## config.mk

```make
export PLATFORM = sky130hd
export DESIGN_NAME = shift_subtract_divider
export DESIGN_NICKNAME = d
export VERILOG_FILES = /design/src/rtl/shift_subtract_divider_pkg.sv /design/src/rtl/shift_subtract_divider_step.sv /design/src/rtl/shift_subtract_divider.sv
export SDC_FILE = /design/constraint.sdc
export NUM_CORES = 1
export LEC_CHECK = 0
export CORE_ASPECT_RATIO = 2
export CORE_MARGIN = 2
export CORE_UTILIZATION = 48
export DETAILED_ROUTE_END_ITERATION = 6
export MAX_ROUTING_LAYER = met4
export PLACE_DENSITY = 0.83
export SKIP_CTS_REPAIR_TIMING = 1
export SYNTH_ARGS = -nofsm -noshare
export SYNTH_HDL_FRONTEND = slang
export SYNTH_HIERARCHICAL = 1
export SYNTH_SLANG_ARGS = --single-unit
```

## constraint.sdc

```tcl
create_clock -name clk -period 1.75 [get_ports clk]
set_clock_uncertainty 0.1 [all_clocks]
set_input_delay 0.2625 -clock clk [delete_from_list [all_inputs] [get_ports clk]]
set_output_delay 0.2625 -clock clk [all_outputs]
set_load 0.01 [all_outputs]
```

## src/rtl/shift_subtract_divider_pkg.sv

```systemverilog
// Shared definitions for the multi-cycle restoring divider: default widths,
// counter width and the controller state encoding.
package shift_subtract_divider_pkg;

  localparam int DEF_DW = 8;
  localparam int DEF_VW = 4;
  localparam int CNT_W  = $clog2(DEF_DW + 1);

  typedef enum logic [1:0] {
    IDLE = 2'd0,
    CALC = 2'd1,
    FIN  = 2'd2
  } state_t;

endpackage

```

## src/rtl/shift_subtract_divider_step.sv

```systemverilog
// One restoring-division iteration: shift in the next dividend bit, trial
// subtract the divisor and keep the difference only when it does not underflow.
module shift_subtract_divider_step #(
  parameter int VW = 4
) (
  input  logic [VW-1:0] i_partial_rem,
  input  logic          i_bit,
  input  logic [VW-1:0] i_divisor,
  output logic [VW:0]   o_partial_rem,
  output logic          o_qbit
);

  logic [VW:0] w_trial;
  logic [VW:0] w_divisor;

  // The partial remainder is always below the divisor, so its top bit is zero
  // and only the low VW bits take part in forming the trial value.
  assign w_trial       = {i_partial_rem, i_bit};
  assign w_divisor     = {1'b0, i_divisor};
  assign o_qbit        = (w_trial >= w_divisor);
  assign o_partial_rem = o_qbit ? (w_trial - w_divisor) : w_trial;

endmodule

```

## src/rtl/shift_subtract_divider.sv

```systemverilog
// Restoring divider producing one quotient bit per clock, with a
// start/busy/done handshake and a divide-by-zero flag.
module shift_subtract_divider
  import shift_subtract_divider_pkg::*;
#(
  parameter int DW = DEF_DW,
  parameter int VW = DEF_VW
) (
  input  logic          clk,
  input  logic          rst_n,
  input  logic          start,
  input  logic [DW-1:0] dividend,
  input  logic [VW-1:0] divisor,
  output logic          busy,
  output logic          done,
  output logic [DW-1:0] quotient,
  output logic [VW-1:0] remainder,
  output logic          div_zero,
  output logic [1:0]    dbg_state
);

  localparam int CW = $clog2(DW + 1);

  // Handshake: start is accepted on a rising edge whenever the controller is
  // not in CALC (IDLE or FIN); busy is high from acceptance until the result
  // edge, done pulses for exactly the one FIN cycle in which the freshly loaded
  // quotient/remainder/div_zero first appear, and starts seen while busy are dropped.
  state_t          r_state;
  logic [DW-1:0]   r_dvd;
  logic [DW-1:0]   r_quo;
  logic [VW-1:0]   r_dvs;
  logic [VW:0]     r_prem;
  logic [CW-1:0]   r_cnt;
  logic            r_zero;
  logic            r_busy;
  logic            r_done;
  logic            r_dz;
  logic [DW-1:0]   r_q_out;
  logic [VW-1:0]   r_r_out;

  logic [VW:0]     w_prem_nxt;
  logic            w_qbit;
  logic            w_accept;
  logic            w_unused;

  assign w_accept = start && (r_state != CALC);
  assign w_unused = r_prem[VW];

  shift_subtract_divider_step #(
    .VW(VW)
  ) u_divider_step (
    .i_partial_rem (r_prem[VW-1:0]),
    .i_bit         (r_dvd[DW-1]),
    .i_divisor     (r_dvs),
    .o_partial_rem (w_prem_nxt),
    .o_qbit        (w_qbit)
  );

  always_ff @(posedge clk or negedge rst_n) begin
    if (!rst_n) begin
      r_state <= IDLE;
      r_dvd   <= '0;
      r_quo   <= '0;
      r_dvs   <= '0;
      r_prem  <= '0;
      r_cnt   <= '0;
      r_zero  <= 1'b0;
      r_busy  <= 1'b0;
      r_done  <= 1'b0;
      r_dz    <= 1'b0;
      r_q_out <= '0;
      r_r_out <= '0;
    end else begin
      r_done <= 1'b0;
      case (r_state)
        IDLE, FIN: begin
          if (w_accept) begin
            r_dvd   <= dividend;
            r_dvs   <= divisor;
            r_prem  <= '0;
            r_quo   <= '0;
            r_zero  <= (divisor == '0);
            // A zero divisor spends a single busy cycle in CALC before FIN.
            r_cnt   <= (divisor == '0) ? CW'(1) : CW'(DW);
            r_busy  <= 1'b1;
            r_state <= CALC;
          end else begin
            r_state <= IDLE;
          end
        end
        CALC: begin
          if (r_zero) begin
            r_cnt   <= '0;
            r_busy  <= 1'b0;
            r_done  <= 1'b1;
            r_q_out <= '1;
            r_r_out <= '0;
            r_dz    <= 1'b1;
            r_state <= FIN;
          end else begin
            r_prem <= w_prem_nxt;
            r_quo  <= {r_quo[DW-2:0], w_qbit};
            r_dvd  <= {r_dvd[DW-2:0], 1'b0};
            r_cnt  <= r_cnt - CW'(1);
            if (r_cnt == CW'(1)) begin
              r_busy  <= 1'b0;
              r_done  <= 1'b1;
              r_q_out <= {r_quo[DW-2:0], w_qbit};
              r_r_out <= w_prem_nxt[VW-1:0];
              r_dz    <= 1'b0;
              r_state <= FIN;
            end
          end
        end
        default: r_state <= IDLE;
      endcase
    end
  end

  assign busy      = r_busy;
  assign done      = r_done;
  assign quotient  = r_q_out;
  assign remainder = r_r_out;
  assign div_zero  = r_dz;
  assign dbg_state = r_state;

endmodule

```

==> qor.yml <==
power:
  p_int_uw: 3980
  p_sw_share_pct: 37.6
  peakVddDrop_mv: 1.27
  p_total_uw: 6370
  seqPwrFrac_pct: 29.3
  power_switching_uw: 2390
  pwr-share-comb_pct: 58.5
  pwr_density_cell_nw_per_um2: 2220
  clkPwrFrac_pct: 12.2
  p_leak_uw: 0.00132
floorplan:
  die_h_um: 96.7
  rows: 33
  core_area_sq_um: 4130
  ioPinCount: 32
  die_area_sq_um: 4860
  die_x_um: 50.3
  start_util_pct: 49.9
sta:
  max_freq_mhz: 550
  relSlewSlack_pct: 69.3
  fin_crit_ns: 1.82
  rsz0062_at_grt: "yes"
  whs_ns: 0.356
  setup_ws_ns: -0.0685
  final.period_utilization_pct: 104
  worst_slew_pin_slew_ns: 0.460
  hold_viol_final: 0
  slew_viol_final: 0
  setup_violations: 6
critical_path:
  cp_slowest_cell: "dfrtp_1"
  max_stage_delay_ns: 0.40
  worst-path-max-fanout: 2
  cp-startpoint: "r_dvd[7]"
  end_kind: "flop"
  r2r-start: "r_dvd[7]"
  path_buf_inv: 1
  crit_required_ns: 1.84
  worst_setup_path_start_kind: "flop"
  cp.arrival_ns: 1.91
  criticalPathCategory: "reg2reg"
  path_cells: "inv_2 -> ha_4 -> nand4_1 -> nand2_2 -> nor2_4 -> mux2_4 -> a22o_1"
  path_delay_family: "flip-flops"
global_route:
  overflow: 0
  grt_pass1_wl_um: 7250
  antenna_found_initial: 0
  grt_util_all_layers_pct: 20.0
  grt_pass1_vias: 1557
  grt_max_degree: 46
layout:
  fillCellCount: 315
  fin_nets: 270
  fin_cells: 301
  multi_input_area_sq_um: 967
  area_growth_pct: 39.0
  drive_gt1_share_pct: 26.1
  regArea_sq_um: 1130
  layout_commonest_cell: "dfrtp_1"
  final_cell_mix: "42 x dfrtp_1, 30 x nand2_1, 30 x clkdlybuf4s50_1, 26 x buf_4, 14 x nand3_1"
  antennaDiodeCount: 0
routing:
  vias_per_cell: 5.39
  dr_total_vias: 1621
  first_iter_violations: 28
  drc: 0
  post_drt_wl_per_cell_um: 15.5
  routed_wl_um: 4660
  firstDrtPassIters: 4
  antenna_left: 0
clock_network:
  cts_made_buffers: 5
  numClockSinks: 45
  clk_pin_slew_ns: 0.09
  root_buffer: "clkbuf_8"
  cts_tree: "done"
  h-tree-depth: 2
  cts_max_path_buffers: 2
  insertion_delay_ns: 0.30
hold_path:
  min_path_type: "in2async"
status:
  status: "finished, violations left"
  violations: "setup timing"
placed_design:
  gp_congestion: 0.890
  io_buffers: 31
  dpl.hpwl_um: 3220
  dpl.cell_count: 285
yosys:
  syn_nets: 211
  avgSynthCellArea_sq_um: 10.9
  yosysWarningCount: 6
  syn_inst: 189
  synth_area_sq_um: 2060
run:
  max-cap-violations: 0
-- flip-flops by register name, indices dropped and copies added (netlist names), 2 cells and up --
signal     count
r_quo          7
dbg_state      2
r_cnt          4
quotient       8
r_dvd          8
remainder      4
r_prem         4
r_dvs          4
-- worst paths after layout --
path	slack, ns	to	depth (start not counted)
worst max register to register	-0.07	r_prem[2]	7
worst min register to register	0.40	r_dvs[3]	2
worst min-delay path	0.36	r_dvd[7]	3
min in group clk	0.40	r_dvs[3]	2
max in group asynchronous	0.96	dbg_state[1]	3
worst max-delay path	-0.07	r_prem[2]	7
-- metal layers --
layer / part of all wire, % / vias up / track usage, %
met1: 40 / 808 / 23.0
met2: 55 / 33 / 33.6
li1: - / 769 / -
met4: 2.8 / 0 / 8.32
met3: 2.8 / 11 / 3.40
met5: 0 / - / -
-- power groups by stage --
stage	combinational (uW)	sequential, uW	clock (uW)
finish	3720	1870	780
floorplan	1920	1860	0
detailed placement	3090	1850	0
CTS	3110	1830	795
global placement	3030	1840	0
global route	4000	1920	840
-- tightest hold or removal path: stages --
cell and delay [ns]:
dlygate4sd3_1 0.52, buf_2 0.12, buf_12 0.23
-- final cells by class --
cell class / instances / share of cell area (%)
Clock buffer: 6 / 2.53
Tap cell: 52 / 2.27
Timing Repair Buffer: 60 / 19.2
Inverter: 11 / 1.44
Multi-Input combinational cell: 125 / 33.8
Sequential cell: 45 / 39.4
Clock inverter: 2 / 1.35
-- stage by stage --
step	setup WS (ns)	setup TNS, ns	cell area [sq um]	utilization, %
2_1_floorplan	0.00383	0	2070	-
3_3_place_gp	-0.139	-1.17	2580	62.5
3_5_place_dp	-0.146	-1.72	2580	62.5
4_1_cts	-0.147	-0.690	2690	65.2
5_1_grt	-0.128	-0.563	2870	69.4
6_report	-0.0685	-0.301	2870	69.4
No activity file was read; power rests on OpenSTA's default activity.
